### src/rtl/mbr_register.sv
// Memory Buffer Register: one data word staged between main memory and the CPU.
// Captures dataIn on an enabled rising edge, otherwise holds; valid marks "loaded since reset".
module mbr_register #(
  parameter int unsigned           WIDTH       = 32,
  parameter logic [WIDTH-1:0]      RESET_VALUE = '0
) (
  input  logic             clk,
  input  logic             rst,
  input  logic [WIDTH-1:0] dataIn,
  input  logic             enable,
  output logic [WIDTH-1:0] dataOut,
  output logic             valid
);

  // Load protocol: enable is a per-edge strobe with no back-pressure. Every rising
  // edge with enable=1 (and rst=0) captures dataIn; valid rises with the first load
  // and stays high until the next reset. Reset beats enable on the same edge.
  always_ff @(posedge clk) begin
    if (rst) begin
      dataOut <= RESET_VALUE;
      valid   <= 1'b0;
    end else if (enable) begin
      dataOut <= dataIn;
      valid   <= 1'b1;
    end
  end

endmodule

### config.mk
export PLATFORM = sky130hd
export DESIGN_NAME = mbr_register
export DESIGN_NICKNAME = d
export VERILOG_FILES = /design/src/rtl/mbr_register.sv
export SDC_FILE = /design/constraint.sdc
export NUM_CORES = 1
export LEC_CHECK = 0
export BUFFER_PORTS_ARGS = -buffer_cell sky130_fd_sc_hd__clkbuf_2
export CORE_MARGIN = 2
export CORE_UTILIZATION = 46
export DETAILED_ROUTE_END_ITERATION = 12
export GPL_ROUTABILITY_DRIVEN = 0
export GPL_TIMING_DRIVEN = 0
export PLACE_DENSITY = 0.83
export SYNTH_ARGS = -nofsm -noshare
export SYNTH_HDL_FRONTEND = slang
export SYNTH_SLANG_ARGS = --single-unit
export TNS_END_PERCENT = 10
### constraint.sdc
create_clock -name clk -period 1.5 [get_ports clk]
set_input_delay 0.15 -clock clk [delete_from_list [all_inputs] [get_ports clk]]
set_output_delay 0.15 -clock clk [all_outputs]
set_load 0.02 [all_outputs]
==> run metrics, run 1 <==
Max-Cap Viols=0; Crit path required time=1.35 ns; part of the Yosys area used for sequential elements=55.2%; number of distinct library cell variants in the gate-level netlist after synthesis=7; Static Leak=0.890 nW; maximum root-to-sink buffer count=2; H-tree level count=2; post-synth design cell area=1200 um2; GRT Util Overall=17.0%; clock latency on the worst-skew pair=0.31 ns; combined buffer and inverter count along the critical path=1; number of rows created at floorplan=18; final slew viol count=0; mean instance size in the synthesized netlist=11.2 um2; ratio of cells with drive above 1 in the final layout=43.9%; Horiz. Die Dim=55.0 um; antenna violations before repair=0; run status=complete, no violations; final period demand of the worst path=0.996 ns; final period utilization=66.4%; initial core utilization=48.3%; count of vias placed by the detailed router=963; Clock Pin Slew Worst Setup and Hold Paths=0.10 ns; Detail Route Antenna Nets=0; TritonCTS clock tree=done; Antenna Diode Count=0; Hold-fix buffers, CTS=0; total clock buffers created by CTS=5; first-pass GRT wire length=3.59 mm; Syn Nets=142; DIE HEIGHT=55.0 um; slowest cell on the critical path=sky130_fd_sc_hd__dfxtp_1; dominant cell type by area after synthesis=sky130_fd_sc_hd__dfxtp_1; flip-flop and latch count after synthesis=33; Setup CP Type=reg -> out; Routed WL=2.37 mm; remaining global-route overflow=0; Critical Path AT=0.85 ns; drt first pass iters=1; Vias/cell=4.59; number of nets in the layout=214; async set or reset register ratio after synthesis=0%; root buffer cell=sky130_fd_sc_hd__clkbuf_4; maximum fanout along the worst path=2; Top-Level Pins=68; final design utilization=65.8%; ordered cell list for the critical path=clkbuf_2; final-layout setup total negative slack=0 ns; P&R area growth vs syn=36.2%; startpoint types=flop; estimated wirelength of the detail-placed design=1.89 mm; Clock Skew=0 ns; DRC=0; total of warnings raised by yosys=0; leading cell type by number of instances after synthesis=sky130_fd_sc_hd__nor2_1; largest net degree at the start of global routing=11; Fmax=1000 MHz; violation count after the first detailed-route iteration=0; unrepaired setup endpoints after global routing=no; worst-case vdd ir drop=0.736 mV; share of the synthesized area in the top cell type=55.2%; stage delay of the slowest cell on the critical path=0.36 ns; I/O Buffers=65; worst slew margin relative to its limit=71.8%; Worst Tran Pin Value=0.423 ns; final setup vio count=0; most instantiated cells after synthesis=sky130_fd_sc_hd__nor2_1 (34), sky130_fd_sc_hd__dfxtp_1 (33), sky130_fd_sc_hd__mux2i_1 (32); vias in the first global route=833; cell types occupying the most area after synthesis=sky130_fd_sc_hd__dfxtp_1 (55%), sky130_fd_sc_hd__mux2i_1 (27%), sky130_fd_sc_hd__nor2_1 (11%); number of hold violations in the final report=0; Power Density=1100 nW/um2; commonest register cell after synthesis=sky130_fd_sc_hd__dfxtp_1; number of enable flip-flop cells after synthesis=0; CTS Sinks=33; kind of cell adding the most delay to the critical path=flip-flops; routed length per placed instance=11.3 um; area enclosed by the die boundary=3030 um2; synthesized instance count=107; class of the tightest hold or removal check=in -> reg; Worst setup EP type=primary output; post-CTS repair timing setup buffer count=0; core box area=2480 um2; Filler Cell Count=214; Gates resized, CTS repair=0
-- routing by layer --
metal  track usage [%]  vias up  wire (um)
li1                  -      494          -
met1              19.0      425       1010
met2              28.6       42       1150
met3              6.72        2        204
met4              7.32        0         11
met5                 0        -          0
-- flip-flops by register name, indices dropped and copies added, names as in the netlist --
signal	count
valid	1
dataOut	32
-- kinds of logic after synthesis --
kind of cell,after synthesis,synth area share (%)
mux,32,26.8
flops,33,55.2
simple gates,34,10.7
buf+inv,8,7.42
-- final timing paths --
kind,startpoint,end,slack [ns],cells after the start
setup / recovery,dataOut[21],dataOut[21],0.50,1
hold / removal,dataIn[20],dataOut[20],0.07,3
setup reg to reg,dataOut[8],dataOut[8],0.85,2
hold reg to reg,valid,valid,0.47,2
-- cell type report --
type | count | area (um2) | area share (%)
Clock inverter | 1 | 5.00 | 0.307
Timing Repair Buffer | 65 | 325 | 20.0
Multi-Input combinational cell | 66 | 448 | 27.5
Tap cell | 30 | 37.5 | 2.30
Buffer | 8 | 88.8 | 5.45
Clock buffer | 7 | 65.1 | 3.99
Sequential cell | 33 | 661 | 40.5
-- through the flow --
| stage | setup slack, ns | area (um2) | instances | power (mW) | hold slack (ns) |
|---|---|---|---|---|---|
| after detailed placement | 0.579 | 1560 | 202 | 1.27 | 0.395 |
| final | 0.504 | 1630 | 210 | 1.79 | 0.0691 |
| after floorplan | 0.748 | 1200 | 107 | 1.16 | 0.297 |
| after CTS | 0.478 | 1630 | 210 | 1.81 | 0.0544 |
| after global routing | 0.447 | 1630 | 210 | 1.89 | 0.0473 |
| after global placement | 0.631 | 1560 | 202 | 1.26 | 0.386 |
-- power by group --
group          internal (mW)  switching, mW
clock                  0.272          0.270
combinational          0.134          0.162
sequential             0.929         0.0261
-- cells in the final DEF, fill, tap and decap left out --
cell type,n
sky130_fd_sc_hd__clkbuf_2,65
sky130_fd_sc_hd__dfxtp_1,33
sky130_fd_sc_hd__mux2i_1,32
sky130_fd_sc_hd__buf_12,3
sky130_fd_sc_hd__clkbuf_1,2
sky130_fd_sc_hd__buf_6,1
sky130_fd_sc_hd__buf_2,2
sky130_fd_sc_hd__clkbuf_8,2
sky130_fd_sc_hd__nor2_1,34
sky130_fd_sc_hd__clkbuf_4,5
sky130_fd_sc_hd__clkinv_2,1
(Power assumes the default switching activity.)
==> run 2: changes to the inputs <==
--- a/config.mk
+++ b/config.mk
@@ -5,13 +5,14 @@
 export SDC_FILE = /design/constraint.sdc
 export NUM_CORES = 1
 export LEC_CHECK = 0
+export ABC_AREA = 1
 export BUFFER_PORTS_ARGS = -buffer_cell sky130_fd_sc_hd__clkbuf_2
 export CORE_MARGIN = 2
-export CORE_UTILIZATION = 46
+export CORE_UTILIZATION = 40
 export DETAILED_ROUTE_END_ITERATION = 12
 export GPL_ROUTABILITY_DRIVEN = 0
 export GPL_TIMING_DRIVEN = 0
-export PLACE_DENSITY = 0.83
+export PLACE_DENSITY = 0.74
 export SYNTH_ARGS = -nofsm -noshare
 export SYNTH_HDL_FRONTEND = slang
 export SYNTH_SLANG_ARGS = --single-unit
==> constraint.sdc (replaced) <==
create_clock -name clk -period 0.9 [get_ports clk]
set_input_delay 0.09 -clock clk [delete_from_list [all_inputs] [get_ports clk]]
set_output_delay 0.09 -clock clk [all_outputs]
set_load 0.02 [all_outputs]
==> run metrics, run 2 <==
run status=complete, no violations; flip-flop and latch count after synthesis=33; pre-CTS worst setup slack=0.125 ns; footprint of the multi-input gates=488 um2; Worst Reg2Reg Path Length in Cells=2; worst reg2reg path endpoint=dataOut[29]; worst hold start=dataIn[5]; total clock buffers created by CTS=5; drt first pass iters=3; I/O Buffers=66; area enclosed by the die boundary=3860 um2; Power Density=1500 nW/um2; vias in the first global route=1146; Setup CP Type=reg -> out; most frequent standard cell in the layout excluding fill and tap cells=sky130_fd_sc_hd__nor2_1; root buffer cell=sky130_fd_sc_hd__clkbuf_4; maximum root-to-sink buffer count=2; commonest register cell after synthesis=sky130_fd_sc_hd__dfxtp_1; final period demand of the worst path=0.885 ns; synthesized instance count=206; registers with the most flip-flops=dataOut: 32 flops, valid: 1 flops; core box area=3280 um2; maximum fanout along the worst path=2; violation count after the first detailed-route iteration=45; antenna violations before repair=0; DIE HEIGHT=62.2 um; max reg flops=32; Worst Tran Pin Value=0.183 ns; share of the synthesized area in the top cell type=48.8%; remaining global-route overflow=0; Filler Cell Count=307; end of the worst hold path=dataOut[5]; Static Leak=1.22 nW; dominant cell type by area after synthesis=sky130_fd_sc_hd__dfxtp_1; first-pass GRT wire length=5.00 mm; number of hold violations in the final report=0; Fmax=1130 MHz; Critical Path AT=0.80 ns; Vias/cell=4.01; sequential cell area=702 um2; final slew viol count=0; Clock Pin Slew Worst Setup and Hold Paths=0.10 ns; ratio of cells with drive above 1 in the final layout=41.1%; Syn Nets=241; largest net degree at the start of global routing=11; Max-Cap Viols=0; least setup slack across all paths after layout=0.0147 ns; final setup vio count=0; class of the tightest hold or removal check=in -> reg; DRC=0; Routed WL=2.97 mm; depth of the worst hold-timing path=5; internal reg-to-reg setup slack=0.32 ns; TritonCTS clock tree=done; ordered cell list for the critical path=buf_8; number of nets in the layout=315; count of vias placed by the detailed router=1307; async set or reset register ratio after synthesis=0%; kind of cell adding the most delay to the critical path=flip-flops; final-layout setup total negative slack=0 ns; GRT Util Overall=16.4%; number of rows created at floorplan=21; final period utilization=98.4%; stage delay of the slowest cell on the critical path=0.36 ns; register containing the most flip-flops in the final layout=dataOut; number of distinct library cell variants in the gate-level netlist after synthesis=7; cell types occupying the most area after synthesis=sky130_fd_sc_hd__dfxtp_1 (49%), sky130_fd_sc_hd__nor2_1 (18%), sky130_fd_sc_hd__nand2_1 (18%); Worst setup EP type=primary output; combined buffer and inverter count along the critical path=1; final design utilization=66.3%; leading cell type by number of instances after synthesis=sky130_fd_sc_hd__nor2_1; mean instance size in the synthesized netlist=6.57 um2; initial core utilization=41.2%; estimated wirelength of the detail-placed design=1.91 mm; worst slew margin relative to its limit=87.8%; Antenna Diode Count=0; slowest cell on the critical path=sky130_fd_sc_hd__dfxtp_2; post-synth design cell area=1350 um2; launching point of the worst reg2reg path=dataOut[29]; total of warnings raised by yosys=0; unrepaired setup endpoints after global routing=yes; number of enable flip-flop cells after synthesis=0; Crit path required time=0.81 ns; part of the Yosys area used for sequential elements=48.8%; Horiz. Die Dim=62.2 um; startpoint types=flop; Clock Skew=0 ns; P&R area growth vs syn=61.0%; worst-case vdd ir drop=0.943 mV; H-tree level count=2; clock latency on the worst-skew pair=0.31 ns; most frequent cells in the layout=sky130_fd_sc_hd__nor2_1 (66), sky130_fd_sc_hd__nand2_1 (64); Top-Level Pins=68; Detail Route Antenna Nets=0; most instantiated cells after synthesis=sky130_fd_sc_hd__nor2_1 (66), sky130_fd_sc_hd__nand2_1 (64), sky130_fd_sc_hd__dfxtp_1 (33), sky130_fd_sc_hd__inv_1 (33); routed length per placed instance=9.10 um; CTS Sinks=33
[run 2: metrics by stage]
step	hold WS (ns)	cell area [um2]	instances	power, mW
after floorplan	0.162	1350	206	2.01
after global placement	0.274	1740	318	2.22
after detailed placement	0.279	1740	318	2.23
after CTS	0.00402	2140	326	3.25
after global routing	0.00535	2180	326	3.48
final	0.0234	2180	326	3.26
[run 2: per-layer routing]
layer | global-route usage [%] | wire length, um | vias up
li1 | - | - | 725
met3 | 4.89 | 170 | 5
met5 | 0 | 0 | -
met1 | 18.7 | 1250 | 538
met2 | 28.1 | 1510 | 39
met4 | 7.50 | 40 | 0
[run 2: where the power goes]
part / switching, mW / internal (mW)
Sequential: 0.0891 / 1.58
Combinational: 0.351 / 0.419
Clock: 0.449 / 0.369
Total: 0.889 / 2.37
[run 2: kinds of logic after synthesis]
kind of cell,Yosys count,share of synthesized area (%)
buf+inv,43,15.1
flops,33,48.8
simple gates,130,36.1
[run 2: what timing repair did]
| item | 4_1_cts | 5_1_grt |
|---|---|---|
| hold endpoints to repair | 1 | 0 |
| pin swaps | 0 | 0 |
| gates cloned | 0 | 0 |
| resized for setup | 95 | 33 |
| hold buffers | 1 | 0 |
| buffers inserted | 0 | 0 |
| endpoints found under the setup margin | 33 | 33 |
[run 2: final cells by class]
type                       instances  share of cell area [%]
inverter                          33                    5.69
multi-input combinational        130                    22.4
tap                               46                    2.64
buffer                            10                    3.68
clock buffer                       7                    2.53
sequential                        33                    32.2
timing repair buffer              67                    30.8
[run 2: how the worst max path moves through the flow]
| stage | cells after the start | from | end | slack, ns |
|---|---|---|---|---|
| 2_1_floorplan | 4 | enable | dataOut[12] | 0.25 |
| 3_3_place_gp | 5 | rst | dataOut[24] | 0.13 |
| 3_5_place_dp | 5 | rst | dataOut[1] | 0.13 |
| 4_1_cts | 1 | dataOut[29] | dataOut[29] | -0.02 |
| 5_1_grt | 1 | dataOut[12] | dataOut[12] | -0.05 |
| 6_report | 1 | dataOut[8] | dataOut[8] | 0.01 |
==> run 3: changes to the inputs <==
--- a/config.mk
+++ b/config.mk
@@ -9,6 +9,7 @@
 export BUFFER_PORTS_ARGS = -buffer_cell sky130_fd_sc_hd__clkbuf_2
 export CORE_MARGIN = 2
 export CORE_UTILIZATION = 40
+export CTS_CLUSTER_SIZE = 16
 export DETAILED_ROUTE_END_ITERATION = 12
 export GPL_ROUTABILITY_DRIVEN = 0
 export GPL_TIMING_DRIVEN = 0
==> constraint.sdc (replaced) <==
create_clock -name clk -period 0.9 [get_ports clk]
set_input_delay 0 -clock clk [delete_from_list [all_inputs] [get_ports clk]]
set_output_delay 0 -clock clk [all_outputs]
set_load 0.02 [all_outputs]
==> run metrics, run 3 (synthesized netlist as in run 2, its figures left out) <==
Antenna Diode Count=0; Routed WL=3.26 mm; I/O Buffers=66; antenna violations before repair=0; least setup slack across all paths after layout=0.0545 ns; maximum fanout along the worst path=10; core box area=3280 um2; Inst Count DP=318; largest net degree at the start of global routing=11; area enclosed by the die boundary=3860 um2; registers with the most flip-flops=dataOut: 32 flops, valid: 1 flops; stage delay of the slowest cell on the critical path=0.54 ns; final setup vio count=0; Setup CP Type=in -> reg; drt first pass iters=4; maximum root-to-sink buffer count=2; unrepaired setup endpoints after global routing=no; initial core utilization=41.2%; Max-Cap Viols=0; total clock buffers created by CTS=5; pre-CTS worst setup slack=0.215 ns; count of vias placed by the detailed router=1427; Worst setup EP type=flop; estimated wirelength of the detail-placed design=1.91 mm; number of hold violations in the final report=0; proportion of power drawn by combinational gates=22.5%; remaining global-route overflow=0; Top-Level Pins=68; Filler Cell Count=302; worst slew margin relative to its limit=87.6%; non-filler cells in the finished layout=360; Internal=2.26 mW; DIE HEIGHT=62.2 um; Fmax=1180 MHz; Crit path required time=1.12 ns; violation count after the first detailed-route iteration=51; max reg flops=32; DP Area=1740 um2; P&R area growth vs syn=59.0%; sequential cell area=661 um2; ordered cell list for the critical path=dlygate4sd3_1 > buf_4 > buf_4 > nor2_1 > nor2_1; final non-filler cell area=2150 um2; register containing the most flip-flops in the final layout=dataOut; Clock Pin Slew Worst Setup and Hold Paths=0.09 ns; Power Density=1450 nW/um2; number of rows created at floorplan=21; final period demand of the worst path=0.845 ns; final slew viol count=0; most frequent cells in the layout=sky130_fd_sc_hd__nor2_1 (66), sky130_fd_sc_hd__nand2_1 (64), sky130_fd_sc_hd__clkbuf_2 (58), sky130_fd_sc_hd__dlygate4sd3_1 (35); DRC=0; WHS=0.0413 ns; first-pass GRT wire length=5.65 mm; GRT Util Overall=18.4%; worst-case vdd ir drop=0.937 mV; Vias/cell=3.96; most frequent standard cell in the layout excluding fill and tap cells=sky130_fd_sc_hd__nor2_1; slowest cell on the critical path=sky130_fd_sc_hd__dlygate4sd3_1; clock latency on the worst-skew pair=0.31 ns; Clock Skew=0 ns; final period utilization=93.9%; root buffer cell=sky130_fd_sc_hd__clkbuf_4; switching power summed over all nets=0.864 mW; vias in the first global route=1305; H-tree level count=2; register share of total power=51.6%; switching share of power=27.6%; CTS Sinks=33; startpoint types=input pin; post-CTS repair timing setup buffer count=0; Horiz. Die Dim=62.2 um; Worst Tran Pin Value=0.186 ns; run status=complete, no violations; ratio of cells with drive above 1 in the final layout=26.1%; number of nets in the layout=349; footprint of the multi-input gates=488 um2; TritonCTS clock tree=done; class of the tightest hold or removal check=in -> reg; routed length per placed instance=9.04 um; final-layout setup total negative slack=0 ns; Detail Route Antenna Nets=0; Critical Path AT=1.07 ns; Static Leak=1.26 nW; Clk pwr share=26.0%; depth of the worst hold-timing path=3; Worst Reg2Reg Path Length in Cells=2
## run 3: cell count changes in the layout (fill, tap and decap cells not counted), sizes merged
cell,previous run,this run
buf,43,18
dlygate4sd3,1,35
clkbuf,40,65
## run 3: critical path, delay by kind of cell
kind,cells,cell delay [ns]
buffers and inverters,3,0.90
AND/OR/NAND/NOR,2,0.17
## run 3: final timing paths
path                     from           to  slack [ns]
setup / recovery       enable  dataOut[21]        0.05
hold / removal         enable  dataOut[31]        0.04
setup reg to reg  dataOut[29]  dataOut[29]        0.33
hold reg to reg    dataOut[5]   dataOut[5]        0.47
## run 3: layout make-up
class / instances / share of cell area (%)
flip-flops and latches: 33 / 30.7
plain buffers: 10 / 3.72
inverters: 33 / 5.76
repair buffers: 101 / 31.9
clock buffers: 7 / 2.56
multi-input cells: 130 / 22.7
well taps: 46 / 2.68
## run 3: what timing repair did
item                       CTS  global route
hold buffers                35             0
resized for setup            0            10
setup endpoints to repair    0             8
hold endpoints to repair    33             0
## run 3: metrics by stage
step	util (%)	total power [mW]
after floorplan	-	2.01
after global placement	53.0	2.22
after detailed placement	53.0	2.23
after CTS	65.3	3.18
after global routing	65.5	3.35
final	65.5	3.13
## run 3: power by group through the flow
stage	registers [mW]	clock network [mW]	logic, mW
final	1.61	0.812	0.703
after detailed placement	1.65	0	0.578
after floorplan	1.77	0	0.244
after global routing	1.63	0.941	0.778
after global placement	1.65	0	0.574
after CTS	1.61	0.869	0.697
## run 3: metal layers
| layer | part of all wire (%) | GRT usage (%) | vias up |
|---|---|---|---|
| met5 | 0 | 0 | - |
| met4 | 1.9 | 8.33 | 0 |
| met3 | 5.4 | 5.62 | 7 |
| met2 | 50 | 32.7 | 41 |
| met1 | 43 | 20.0 | 584 |
| li1 | - | - | 795 |
